$ cat config.mk
export PLATFORM = sky130hd
export DESIGN_NAME = control_multicycle_fsm_flat
export DESIGN_NICKNAME = d
export VERILOG_FILES = /design/src/rtl/control_multicycle_fsm_pkg.sv /design/src/rtl/control_multicycle_fsm_if.sv /design/src/rtl/control_multicycle_fsm_alu_decoder.sv /design/src/rtl/control_multicycle_fsm.sv /design/src/flat_wrapper.sv
export SDC_FILE = /design/constraint.sdc
export NUM_CORES = 1
export LEC_CHECK = 0
export ABC_AREA = 1
export BUFFER_PORTS_ARGS = -buffer_cell sky130_fd_sc_hd__buf_2
export CAP_MARGIN = 15
export CELL_PAD_IN_SITES_DETAIL_PLACEMENT = 1
export CELL_PAD_IN_SITES_GLOBAL_PLACEMENT = 2
export CORE_MARGIN = 8
export CORE_UTILIZATION = 18
export CTS_BUF_LIST = sky130_fd_sc_hd__clkbuf_4 sky130_fd_sc_hd__clkbuf_8 sky130_fd_sc_hd__clkbuf_16
export DETAILED_ROUTE_END_ITERATION = 7
export GPL_TIMING_DRIVEN = 0
export PLACE_DENSITY_LB_ADDON = 0.1
export SYNTH_ARGS = -nofsm -noshare
export SYNTH_HDL_FRONTEND = slang
export SYNTH_HIERARCHICAL = 1
export SYNTH_SLANG_ARGS = --single-unit
export TNS_END_PERCENT = 100
$ cat constraint.sdc
create_clock -name clk -period 2.4 [get_ports clk]
set_input_delay 0.48 -clock clk [delete_from_list [all_inputs] [get_ports clk]]
set_output_delay 0.48 -clock clk [all_outputs]
set_load 0.005 [all_outputs]
$ cat src/rtl/control_multicycle_fsm_pkg.sv
// Shared encodings for the multicycle controller: state codes, ALU controls,
// instruction op field and data-processing cmd values.
package control_pkg;

  typedef enum logic [3:0] {
    FETCH    = 4'd0,
    DECODE   = 4'd1,
    MEMADR   = 4'd2,
    MEMREAD  = 4'd3,
    MEMWB    = 4'd4,
    MEMWRITE = 4'd5,
    EXECR    = 4'd6,
    EXECI    = 4'd7,
    ALUWB    = 4'd8,
    BRANCH   = 4'd9
  } state_t;

  // Flat state constants used by the state register and decode.
  localparam logic [3:0] S_FETCH    = FETCH;
  localparam logic [3:0] S_DECODE   = DECODE;
  localparam logic [3:0] S_MEMADR   = MEMADR;
  localparam logic [3:0] S_MEMREAD  = MEMREAD;
  localparam logic [3:0] S_MEMWB    = MEMWB;
  localparam logic [3:0] S_MEMWRITE = MEMWRITE;
  localparam logic [3:0] S_EXECR    = EXECR;
  localparam logic [3:0] S_EXECI    = EXECI;
  localparam logic [3:0] S_ALUWB    = ALUWB;
  localparam logic [3:0] S_BRANCH   = BRANCH;

  localparam logic [1:0] ALU_ADD = 2'b00;
  localparam logic [1:0] ALU_SUB = 2'b01;
  localparam logic [1:0] ALU_AND = 2'b10;
  localparam logic [1:0] ALU_ORR = 2'b11;

  localparam logic [1:0] OP_DP  = 2'b00;
  localparam logic [1:0] OP_MEM = 2'b01;
  localparam logic [1:0] OP_BR  = 2'b10;
  localparam logic [1:0] OP_UND = 2'b11;

  localparam logic [3:0] CMD_AND = 4'b0000;
  localparam logic [3:0] CMD_SUB = 4'b0010;
  localparam logic [3:0] CMD_ADD = 4'b0100;
  localparam logic [3:0] CMD_CMP = 4'b1010;
  localparam logic [3:0] CMD_ORR = 4'b1100;

endpackage

$ cat src/rtl/control_multicycle_fsm_if.sv
// Controller <-> datapath bundle. master = controller (consumes IR fields,
// drives strobes and selects); slave = datapath. All signals are level,
// sampled on the rising clk edge; there is no valid/ready pair.
interface control_multicycle_fsm_if;
  logic [1:0] op;
  logic [5:0] funct;
  logic [3:0] rd;
  logic       pcs;
  logic       regw;
  logic       memw;
  logic [1:0] flagw;
  logic       nextpc;
  logic       irwrite;
  logic       adrsrc;
  logic       alusrca;
  logic [1:0] alusrcb;
  logic [1:0] resultsrc;
  logic [1:0] alucontrol;
  logic [1:0] immsrc;
  logic [1:0] regsrc;
  logic [3:0] state;

  modport master (
    input  op, funct, rd,
    output pcs, regw, memw, flagw, nextpc, irwrite, adrsrc, alusrca,
           alusrcb, resultsrc, alucontrol, immsrc, regsrc, state
  );

  modport slave (
    output op, funct, rd,
    input  pcs, regw, memw, flagw, nextpc, irwrite, adrsrc, alusrca,
           alusrcb, resultsrc, alucontrol, immsrc, regsrc, state
  );
endinterface

$ cat src/rtl/control_multicycle_fsm_alu_decoder.sv
// Data-processing decode: cmd + S bit -> ALU control, flag-write enables and
// the CMP no-write flag. Forces ADD with no flag writes when aluop is low.
module control_alu_decoder
  import control_pkg::*;
(
  input  logic       aluop,
  input  logic [4:0] cmd_s,
  output logic [1:0] alucontrol,
  output logic [1:0] flagw,
  output logic       nowrite
);
  logic       s_bit;
  logic [3:0] cmd;

  assign s_bit = cmd_s[0];
  assign cmd   = cmd_s[4:1];

  always_comb begin
    alucontrol = ALU_ADD;
    flagw      = 2'b00;
    nowrite    = 1'b0;
    if (aluop) begin
      case (cmd)
        CMD_ADD: begin
          alucontrol = ALU_ADD;
          flagw      = {s_bit, s_bit};
        end
        CMD_SUB: begin
          alucontrol = ALU_SUB;
          flagw      = {s_bit, s_bit};
        end
        CMD_AND: begin
          alucontrol = ALU_AND;
          flagw      = {s_bit, 1'b0};
        end
        CMD_ORR: begin
          alucontrol = ALU_ORR;
          flagw      = {s_bit, 1'b0};
        end
        // CMP always updates all flags and never writes the register file.
        CMD_CMP: begin
          alucontrol = ALU_SUB;
          flagw      = 2'b11;
          nowrite    = 1'b1;
        end
        default: begin
          alucontrol = ALU_ADD;
          flagw      = 2'b00;
        end
      endcase
    end
  end
endmodule

$ cat src/rtl/control_multicycle_fsm.sv
// Multicycle ARM-subset main controller: state register, next-state logic and
// Moore output decode; strobes are held low while rst is asserted.
module control_multicycle_fsm
  import control_pkg::*;
(
  input  logic                           clk,
  input  logic                           rst,
  control_multicycle_fsm_if.master       ctl
);
  logic [3:0] state;
  logic [3:0] state_nxt;
  logic       aluop;
  logic [1:0] dec_alucontrol;
  logic [1:0] dec_flagw;
  logic       dec_nowrite;
  logic       regw_raw;
  logic       memw_raw;
  logic       pcs_raw;
  logic       irwrite_raw;
  logic       nextpc_raw;

  assign aluop = (state == S_EXECR) || (state == S_EXECI);

  control_alu_decoder u_alu_dec (
    .aluop      (aluop),
    .cmd_s      (ctl.funct[4:0]),
    .alucontrol (dec_alucontrol),
    .flagw      (dec_flagw),
    .nowrite    (dec_nowrite)
  );

  always_ff @(posedge clk) begin
    if (rst) state <= S_FETCH;
    else     state <= state_nxt;
  end

  always_comb begin
    state_nxt = S_FETCH;
    case (state)
      S_FETCH:  state_nxt = S_DECODE;
      S_DECODE: begin
        case (ctl.op)
          OP_MEM:  state_nxt = S_MEMADR;
          OP_DP:   state_nxt = ctl.funct[5] ? S_EXECI : S_EXECR;
          OP_BR:   state_nxt = S_BRANCH;
          OP_UND:  state_nxt = S_FETCH;
          default: state_nxt = S_FETCH;
        endcase
      end
      S_MEMADR:         state_nxt = ctl.funct[0] ? S_MEMREAD : S_MEMWRITE;
      S_MEMREAD:        state_nxt = S_MEMWB;
      S_EXECR, S_EXECI: state_nxt = dec_nowrite ? S_FETCH : S_ALUWB;
      default:          state_nxt = S_FETCH;
    endcase
  end

  // Datapath selects; unlisted states leave them at the zero encoding.
  always_comb begin
    ctl.adrsrc    = 1'b0;
    ctl.alusrca   = 1'b0;
    ctl.alusrcb   = 2'b00;
    ctl.resultsrc = 2'b00;
    irwrite_raw   = 1'b0;
    nextpc_raw    = 1'b0;
    regw_raw      = 1'b0;
    memw_raw      = 1'b0;
    case (state)
      S_FETCH: begin
        irwrite_raw   = 1'b1;
        nextpc_raw    = 1'b1;
        ctl.alusrca   = 1'b1;
        ctl.alusrcb   = 2'b10;
        ctl.resultsrc = 2'b10;
      end
      S_DECODE: begin
        ctl.alusrca   = 1'b1;
        ctl.alusrcb   = 2'b10;
        ctl.resultsrc = 2'b10;
      end
      S_MEMADR:  ctl.alusrcb = 2'b01;
      S_MEMREAD: ctl.adrsrc  = 1'b1;
      S_MEMWB: begin
        ctl.resultsrc = 2'b01;
        regw_raw      = 1'b1;
      end
      S_MEMWRITE: begin
        ctl.adrsrc = 1'b1;
        memw_raw   = 1'b1;
      end
      S_EXECR:  ctl.alusrcb = 2'b00;
      S_EXECI:  ctl.alusrcb = 2'b01;
      S_ALUWB:  regw_raw    = 1'b1;
      S_BRANCH: begin
        ctl.alusrcb   = 2'b01;
        ctl.resultsrc = 2'b10;
      end
      default: ;
    endcase
  end

  // A register write to r15 redirects the PC just like a branch.
  assign pcs_raw = (state == S_BRANCH) || (regw_raw && (ctl.rd == 4'd15));

  assign ctl.irwrite    = irwrite_raw & ~rst;
  assign ctl.nextpc     = nextpc_raw & ~rst;
  assign ctl.regw       = regw_raw & ~rst;
  assign ctl.memw       = memw_raw & ~rst;
  assign ctl.pcs        = pcs_raw & ~rst;
  assign ctl.flagw      = rst ? 2'b00 : dec_flagw;
  assign ctl.alucontrol = dec_alucontrol;
  assign ctl.immsrc     = ctl.op;
  assign ctl.regsrc     = {ctl.op == OP_MEM, ctl.op == OP_BR};
  assign ctl.state      = state;
endmodule

$ cat src/flat_wrapper.sv
// flat-port wrapper written by rule: the top's interface ports become plain ports
module control_multicycle_fsm_flat import control_pkg::*;
  (clk, rst, ctl_op, ctl_funct, ctl_rd, ctl_pcs, ctl_regw, ctl_memw, ctl_flagw, ctl_nextpc, ctl_irwrite, ctl_adrsrc, ctl_alusrca, ctl_alusrcb, ctl_resultsrc, ctl_alucontrol, ctl_immsrc, ctl_regsrc, ctl_state);
  control_multicycle_fsm_if ctl_i ();
  input  logic clk;
  input  logic rst;
  input wire logic [$bits(ctl_i.op)-1:0] ctl_op;
  input wire logic [$bits(ctl_i.funct)-1:0] ctl_funct;
  input wire logic [$bits(ctl_i.rd)-1:0] ctl_rd;
  output wire logic [$bits(ctl_i.pcs)-1:0] ctl_pcs;
  output wire logic [$bits(ctl_i.regw)-1:0] ctl_regw;
  output wire logic [$bits(ctl_i.memw)-1:0] ctl_memw;
  output wire logic [$bits(ctl_i.flagw)-1:0] ctl_flagw;
  output wire logic [$bits(ctl_i.nextpc)-1:0] ctl_nextpc;
  output wire logic [$bits(ctl_i.irwrite)-1:0] ctl_irwrite;
  output wire logic [$bits(ctl_i.adrsrc)-1:0] ctl_adrsrc;
  output wire logic [$bits(ctl_i.alusrca)-1:0] ctl_alusrca;
  output wire logic [$bits(ctl_i.alusrcb)-1:0] ctl_alusrcb;
  output wire logic [$bits(ctl_i.resultsrc)-1:0] ctl_resultsrc;
  output wire logic [$bits(ctl_i.alucontrol)-1:0] ctl_alucontrol;
  output wire logic [$bits(ctl_i.immsrc)-1:0] ctl_immsrc;
  output wire logic [$bits(ctl_i.regsrc)-1:0] ctl_regsrc;
  output wire logic [$bits(ctl_i.state)-1:0] ctl_state;
  assign ctl_i.op = ctl_op;
  assign ctl_i.funct = ctl_funct;
  assign ctl_i.rd = ctl_rd;
  assign ctl_pcs = ctl_i.pcs;
  assign ctl_regw = ctl_i.regw;
  assign ctl_memw = ctl_i.memw;
  assign ctl_flagw = ctl_i.flagw;
  assign ctl_nextpc = ctl_i.nextpc;
  assign ctl_irwrite = ctl_i.irwrite;
  assign ctl_adrsrc = ctl_i.adrsrc;
  assign ctl_alusrca = ctl_i.alusrca;
  assign ctl_alusrcb = ctl_i.alusrcb;
  assign ctl_resultsrc = ctl_i.resultsrc;
  assign ctl_alucontrol = ctl_i.alucontrol;
  assign ctl_immsrc = ctl_i.immsrc;
  assign ctl_regsrc = ctl_i.regsrc;
  assign ctl_state = ctl_i.state;
  control_multicycle_fsm u_core (.clk(clk), .rst(rst), .ctl(ctl_i));
endmodule
==> results.md, run 1 <==
- Status: complete, no violations
- Max-Cap Viols: 0
- Post-synthesis net count: 106
- Tot GR Track Use: under 10%
- Syn. warnings: 6
- Die X: 68.5 µm
- Hold Violations, Final: 0
- Synth top area share: between 15 and 20%
- CTS Sinks: 4
- Worst Setup SP: u_core/ctl.state[3]
- Required time of the critical path: 1920 ps
- Vias per cell: ~4.3
- Detailed Route Iter0 Violations: 6
- Die Y: ~68 µm
- GRT Residual Overflow: 0
- Dpl cell area: a little over 700 µm²
- Antenna violations before repair: 0
- WL final: 1770 µm
- ANT cells: 0
- I/O pins: 37
- Final setup viols: 0
- Post-synthesis cell count: a little over 90
- Sequential area share after synthesis: 16.2%
- CTS root buf: clkbuf_4
- Setup TNS: 0 ps
- Number of I/O port buffers: 35
- Fin util: a little over a quarter
- Synth top area cells: dfxtp_1, nand2_1, nor2_1, nand3_1, inv_1
- P_leak: 0.425 nW
- Count leader, synth: nand2_1
- Startpoint types: flop
- Post-CTS setup buffer count: 0
- Post-Synthesis Cell Area: 495 µm²
- DP Cell Count: 158
- Slew HR: roughly 83%
- Post-place setup slack: 611 ps
- Hold_sp: u_core/ctl.state[0]
- Die area: around 4700 µm²
- Maximum vdd ir drop: 0.152 mV
- Clock latency on the worst-skew pair: roughly 230 ps
- Crit path time final: roughly 2000 ps
- Unique masters post-synth: 21
- Layout cell share with drive strength beyond 1: about two fifths
- WL/cell: roughly 11 µm
- Reg clk slew, reported paths: ~40 ps
- Largest registers: u_core/ctl.state (4)
- Post-DP HPWL: about 1600 µm
- Area leader, netlist: dfxtp_1
- Seq cells post-synth: 4
- Endpoint class of the critical path: output port
- Reg with most FFs: u_core/ctl.state
- Max reg flops: 4
- Number of synthesized flops with an enable pin: 0
- Asr flop ratio synth: 0%
- Maximum root-to-sink buffer count: 2
- Post-route DRC violation count: 0
- Total CTS buffers: 3
- Starting Density: roughly 18%
- Crit-path max FO: 6
- Vias in the first global route: 688
- TritonCTS clock tree: done
- Core box area: between 2000 and 3000 µm²
- Synth Flop Type: dfxtp_1
- Top cells by count, synth: nand2_1, nor2_1, inv_1, nand3_1, a21oi_1
- Total chip power: 0.260 mW
- WS Path Type: flop to output port
- Final #Nets: roughly 150
- Mean Syn Cell Area: 5.39 µm²
- CP arrival: approximately 1500 ps
- Via Count: slightly below 700
- Synth-to-Final Area Change: 47.7%
- Non-filler cells, final: 161
- Slew Limit Fails: 0
- Hold buffer count at cts: 0
- Worst slew pin tran: roughly 250 ps
- Min Hold Slack: approximately 530 ps
- Drt pass-1 iters: 3
- Post-route antenna net violation count: 0
- Worst Skew: ~1.2 ps
- Post-route cell area: 732 µm²
- Final worst slack: 420 ps
- RSZ-0062 raised after global routing: no
- Power per cell area: around 350 nW/µm²
- Post-CTS sizing: 0
- Global-route wire length before repair: about 2800 µm
- H-tree Lvls: 1
- Fmax: 505 MHz
- Largest net degree at the start of global routing: 11
- Core Rows: 19
- Final Cycle Share: between 80% and 90%
- Routability cong.: 0.720
- Worst min path class: flop to flop
- RR Startpoint: u_core/ctl.state[3]
-- cells in the final DEF (no fill, tap or decap) --
| master | n |
|---|---|
| buf_2 | 36 |
| nand2_1 | 21 |
| nor2_1 | 16 |
| inv_1 | 11 |
| nand3_1 | 11 |
| a21oi_1 | 6 |
| nor2_2 | 4 |
| dfxtp_1 | 4 |
| clkbuf_4 | 3 |
| inv_2 | 3 |
| buf_4 | 3 |
| o21ai_0 | 2 |
| buf_6 | 1 |
| inv_4 | 1 |
| nor2_4 | 1 |
| nand2_4 | 1 |
| o21ai_1 | 1 |
| o31ai_1 | 1 |
| nor3_1 | 1 |
| and2_1 | 1 |
| or2_1 | 1 |
| nand4_1 | 1 |
-- power breakdown --
part	leakage, nW	total [mW]	internal, mW	switching [mW]
clock network	0.0138	0.0820	0.0559	0.0261
registers	0.0328	0.0770	0.0713	0.00567
logic	0.379	0.101	0.0446	0.0562
-- cell families (layout without fill, tap and decap cells) --
group / count (synthesis) / after routing / synth area share, %
AOI/OAI and AO/OA: 10 / 10 / 10.6
and+or+nand+nor: 58 / 58 / 53.5
DFF: 4 / 4 / 16.2
buffers and inverters: 20 / 58 / 19.7
-- cell type report --
type	instances	area, µm²
plain buffers	5	38.8
clock buffers	3	22.5
fillers	380	1950
inverters	15	58.8
multi-input cells	68	318
flip-flops and latches	4	80.1
well taps	31	38.8
repair buffers	35	175
-- path summary, 6_finish.rpt --
kind	depth (start not counted)	slack, ps	end
worst max register to register	8	1080	u_core/ctl.state[3]
worst min register to register	1	530	u_core/ctl.state[0]
worst min-delay path	1	530	u_core/ctl.state[0]
worst max-delay path	8	420	ctl_flagw[1]
-- critical path, stage by stage, from the launching register on --
cell and delay (ps):
dfxtp_1 370, inv_2 100, nand2_1 90, nor2_1 190, nand4_1 180, nand3_1 120, inv_1 40, nor2_1 70
buf_2 110
-- metal layers --
| metal | vias up | global-route usage (%) | wire (µm) |
|---|---|---|---|
| li1 | 362 | - | - |
| met1 | 304 | 9.78 | 822 |
| met2 | 24 | 12.5 | 781 |
| met3 | 0 | 0.982 | 166 |
| met4 | 0 | 1.53 | 0 |
| met5 | - | 0 | 0 |
Note: power is estimated with default switching activity, not from simulation.
==> run 2, diff against run 1 <==
CORE_UTILIZATION = 16   (was 18)
clock period = 1.86 ns   (was 2.4 ns; I/O delays follow)
==> results.md, run 2 (synthesis results as in run 1) <==
- Status: complete, no violations
- Switching part of the total: between 30 and 40%
- Post-DP HPWL: approximately 1600 µm
- Worst Hold Depth: 2
- WL final: 1890 µm
- Seq. cell area: between 80 and 90 µm²
- WS Path Type: flop to output port
- Clock latency on the worst-skew pair: approximately 240 ps
- Int Pwr: 0.226 mW
- Reg clk slew, reported paths: around 40 ps
- Tot GR Track Use: under 10%
- Crit path time final: about 1700 ps
- Most common cell after layout, fill and taps aside: buf_2
- RR Startpoint: u_core/ctl.state[3]
- Largest net degree at the start of global routing: 11
- TritonCTS clock tree: done
- Via Count: just under 700
- Die Y: slightly above 70 µm
- Vias in the first global route: 754
- Routability cong.: ~0.7
- H-tree Lvls: 1
- Die X: approximately 70 µm
- Detailed Route Iter0 Violations: 26
- DP Cell Count: 160
- Final Cycle Share: 93.1%
- CTS root buf: clkbuf_4
- Sequential share of power: 29.0%
- Drt pass-1 iters: 4
- Slew HR: a little over four fifths
- Maximum vdd ir drop: 0.207 mV
- Commonest cells after routing, fill and taps aside: buf_2, nand2_1, nor2_1, inv_1, nand3_1
- CP peak stage delay: roughly 320 ps
- Synth-to-Final Area Change: 58.3%
- Worst Skew: around 3.4 ps
- Endpoint class of the critical path: output port
- Hold Violations, Final: 0
- Critical Path, Cell by Cell: buf_6 > buf_4 > nor2_4 > nand3_1 > o21ai_1 > buf_2
- Slew Limit Fails: 0
- RSZ-0062 raised after global routing: no
- Critical Path Slowest Stage Cell: dfxtp_2
- ANT cells: 0
- Max reg flops: 4
- Net switching power: 0.119 mW
- Number of fill cells: approximately 410
- Total CTS buffers: 3
- GRT Residual Overflow: 0
- Global-route wire length before repair: between 3000 and 4000 µm
- Worst min path class: input pin to flop
- Post-route antenna net violation count: 0
- Setup TNS: 0 ps
- Vias per cell: 4.13
- Fmax: between 500 and 600 MHz
- Maximum root-to-sink buffer count: 2
- CTS Sinks: 4
- Core box area: ~3000 µm²
- Reg with most FFs: u_core/ctl.state
- Post-route DRC violation count: 0
- Clock power frac: 31.3%
- I/O pins: 37
- Required time of the critical path: ~1500 ps
- Final setup viols: 0
- Max-Cap Viols: 0
- Number of I/O port buffers: 35
- Part of the power in combinational logic: roughly two fifths
- Crit Reg-Reg Endpoint: u_core/ctl.state[3]
- Hold buffer count at cts: 0
- Power per cell area: roughly 440 nW/µm²
- CP arrival: between 1000 and 1500 ps
- Antenna violations before repair: 0
- Startpoint types: flop
- P_leak: 0.452 nW
- Die area: roughly 5000 µm²
- WL/cell: roughly 11 µm
- Final worst slack: between 100 and 150 ps
- Worst reg2reg path depth: 9
- Area occupied by multi-input gates: approximately 330 µm²
- R2r setup slk: about 600 ps
- Fin util: 26.1%
- Layout cell share with drive strength beyond 1: 45.9%
- Hold_sp: rst
- Final #Nets: approximately 150
- Crit-path max FO: 6
- Worst slew pin tran: between 200 and 250 ps
- Post-place setup slack: about 190 ps
- Core Rows: 20
- Hold Path End: u_core/ctl.state[1]
- Non-filler cells, final: roughly 170
- Largest registers: u_core/ctl.state (4)
- Starting Density: around 16%
==> run 2: cell types whose count changed in the layout (fill, tap and decap cells not counted) <==
| cell | change |
|---|---|
| buf_4 | +5 |
| dfxtp_1 | -2 |
| dfxtp_2 | +2 |
| nand2_1 | -1 |
| nand2_2 | +1 |
| nor2_1 | -1 |
| nor2_4 | +1 |
==> run 2: what timing repair did <==
item,4_1_cts,5_1_grt
gates cloned,0,0
endpoints found under the setup margin,2,2
setup buffers,2,3
pin swaps,2,1
resized for setup,2,3
==> run 2: worst max-delay path by stage <==
stage	startpoint	end	slack, ps	depth (start not counted)
finish	u_core/ctl.state[1]	ctl_pcs	130	6
global route	u_core/ctl.state[1]	ctl_pcs	6	6
floorplan	u_core/ctl.state[1]	ctl_flagw[1]	440	7
CTS	u_core/ctl.state[3]	ctl_flagw[1]	30	10
detailed placement	u_core/ctl.state[3]	ctl_flagw[1]	190	8
global placement	u_core/ctl.state[3]	ctl_flagw[1]	140	8
==> run 2: cell type report <==
type | instances | share of cell area [%]
Timing Repair Buffer | 40 | 27.1
Clock buffer | 3 | 2.87
Buffer | 5 | 4.94
Tap cell | 33 | 5.26
Multi-Input combinational cell | 68 | 41.8
Sequential cell | 4 | 10.5
Inverter | 15 | 7.50
==> run 2: power groups by stage <==
stage,clock network [mW],logic (mW),registers (mW)
2_1_floorplan,0,0.0737,0.100
3_3_place_gp,0,0.135,0.101
3_5_place_dp,0,0.135,0.101
4_1_cts,0.116,0.136,0.0995
5_1_grt,0.117,0.157,0.101
6_report,0.108,0.137,0.0999
==> run 2: per-layer routing <==
layer | global-route usage, % | share of wire (%)
met1 | 8.99 | 49
met2 | 11.9 | 44
met3 | 2.23 | 6.5
met4 | 4.08 | 0.42
met5 | 0 | 0
==> run 2: metrics by stage <==
step / cell area (µm²) / total power, mW / hold slack (ps)
final: 785 / 0.345 / 425
after global routing: 785 / 0.375 / 447
after CTS: 753 / 0.352 / 427
after detailed placement: 712 / 0.236 / 534
after global placement: 712 / 0.235 / 517
after floorplan: 495 / 0.174 / 501
==> run 2: critical path, delay by kind of cell, from the launching register on <==
kind / cells / cell delay [ps]
buffers and inverters: 3 / 390
DFF: 1 / 320
AOI/OAI and AO/OA: 1 / 130
and+or+nand+nor: 2 / 290
==> run 3, diff against run 2 <==
RECOVER_POWER = 50   (was not set)
==> results.md, run 3 (synthesis results as in run 1) <==
- Status: complete, no violations
- Max-Cap Viols: 0
- CTS root buf: clkbuf_4
- Non-filler cells, final: ~170
- Worst slew pin tran: around 250 ps
- Die area: between 5000 and 6000 µm²
- Slew HR: a little over four fifths
- Layout cell share with drive strength beyond 1: about 42%
- P_leak: roughly 0.44 nW
- Tot GR Track Use: under 10%
- CP bufs+invs: 3
- Worst Skew: about 3.4 ps
- DP Cell Count: 160
- Max reg flops: 4
- Number of I/O port buffers: 35
- RSZ-0062 raised after global routing: no
- Via Count: ~700
- Core Rows: 20
- I/O pins: 37
- Largest registers: u_core/ctl.state (4)
- Hold Violations, Final: 0
- Post-DP HPWL: roughly 1600 µm
- Core box area: 3000 µm²
- Starting Density: 16.5%
- H-tree Lvls: 1
- Detailed Route Iter0 Violations: 27
- Post-route antenna net violation count: 0
- Worst min path class: input pin to flop
- Critical Path Slowest Stage Cell: dfxtp_2
- Most common cell after layout, fill and taps aside: buf_2
- Final #Nets: approximately 150
- CP top delay family: buffers and inverters
- Final Cycle Share: between 90% and 100%
- CP arrival: 1360 ps
- Startpoint types: flop
- WL final: between 1500 and 2000 µm
- GRT Residual Overflow: 0
- Crit-path max FO: 6
- Reg with most FFs: u_core/ctl.state
- WL/cell: roughly 11 µm
- Clock latency on the worst-skew pair: around 240 ps
- Number of fill cells: roughly 410
- Die X: just over 70 µm
- Endpoint class of the critical path: output port
- CP peak stage delay: between 300 and 400 ps
- Slew Limit Fails: 0
- Post-route DRC violation count: 0
- Post-route cell area: just under 800 µm²
- WS Path Type: flop to output port
- Fmax: a little under 600 MHz
- ANT cells: 0
- Maximum vdd ir drop: 0.207 mV
- Critical Path, Cell by Cell: buf_6 > buf_4 > nor2_4 > nand3_1 > o21ai_1 > buf_2
- Crit path time final: 1730 ps
- Final setup viols: 0
- Antenna violations before repair: 0
- Vias in the first global route: ~750
- Commonest cells after routing, fill and taps aside: buf_2, nand2_1, nor2_1, inv_1, nand3_1
- CTS Sinks: 4
- Dpl cell area: approximately 700 µm²
- Global-route wire length before repair: 3180 µm
- Setup TNS: 0 ps
- TritonCTS clock tree: done
- Drt pass-1 iters: 4
- Reg clk slew, reported paths: 40 ps
- Synth-to-Final Area Change: 57.1%
- Routability cong.: between 0.7 and 0.8
- Maximum root-to-sink buffer count: 2
- Required time of the critical path: approximately 1500 ps
- Power per cell area: 441 nW/µm²
- Die Y: a little over 70 µm
- Total CTS buffers: 3
- Vias per cell: around 4.1
- Largest net degree at the start of global routing: 11
-- run 3: cell types whose count changed in the layout (fill, tap and decap cells not counted) --
cell      before  now
buf_2         36   31
clkbuf_1       0    5
buf_4          8    7
clkbuf_4       3    4
-- run 3: final cells by class --
type,count,area (µm²),share of cell area [%]
buffer,5,38.8,4.98
tap,33,41.3,5.31
multi-input combinational,68,328,42.1
clock buffer,3,22.5,2.89
inverter,15,58.8,7.56
timing repair buffer,40,206,26.5
sequential,4,82.6,10.6
-- run 3: final timing paths --
path                                           from                   to  slack [ps]  cells past startpoint
worst max register to register  u_core/ctl.state[3]  u_core/ctl.state[3]         600                      9
worst min-delay path                            rst  u_core/ctl.state[1]         430                      2
worst max-delay path            u_core/ctl.state[1]              ctl_pcs         130                      6
worst min register to register  u_core/ctl.state[0]  u_core/ctl.state[0]         550                      1
-- run 3: report_power, final --
part           internal (mW)  switching [mW]
Sequential            0.0925         0.00748
Combinational         0.0598          0.0753
Clock                 0.0722          0.0359
Total                  0.224           0.119
-- run 3: per-layer routing --
metal | up-vias | wire (µm) | global-route usage [%]
met1 | 292 | 921 | 8.99
li1 | 372 | - | -
met2 | 25 | 828 | 11.9
met5 | - | 0 | 0
met3 | 2 | 131 | 2.23
met4 | 0 | 8 | 4.08
-- run 3: through the flow --
step | hold WS [ps] | utilization (%) | setup slack [ps] | total power [mW]
floorplan | 501 | - | 445 | 0.174
global placement | 517 | 23.7 | 139 | 0.235
detailed placement | 534 | 23.7 | 193 | 0.236
CTS | 427 | 25.1 | 32.0 | 0.352
global route | 447 | 25.9 | 5.80 | 0.373
finish | 425 | 25.9 | 128 | 0.343
-- run 3: worst reg2reg max path, cell delays in order (launching register included) --
cell      delay [ps]
dfxtp_2          350
inv_2             90
nand2_2           80
nor2_4           110
nand4_1          140
clkbuf_4         160
inv_1             40
inv_1             30
nand3_1           70
a21oi_1           70
-- run 3: repair_timing --
item / CTS / global route
hold buffers: 0 / 0
gates resized for setup: 2 / 3
cloned: 0 / 0
hold endpoints to repair: 0 / 0
pin swaps: 2 / 1
buffers inserted: 2 / 3
setup endpoints to repair: 2 / 2
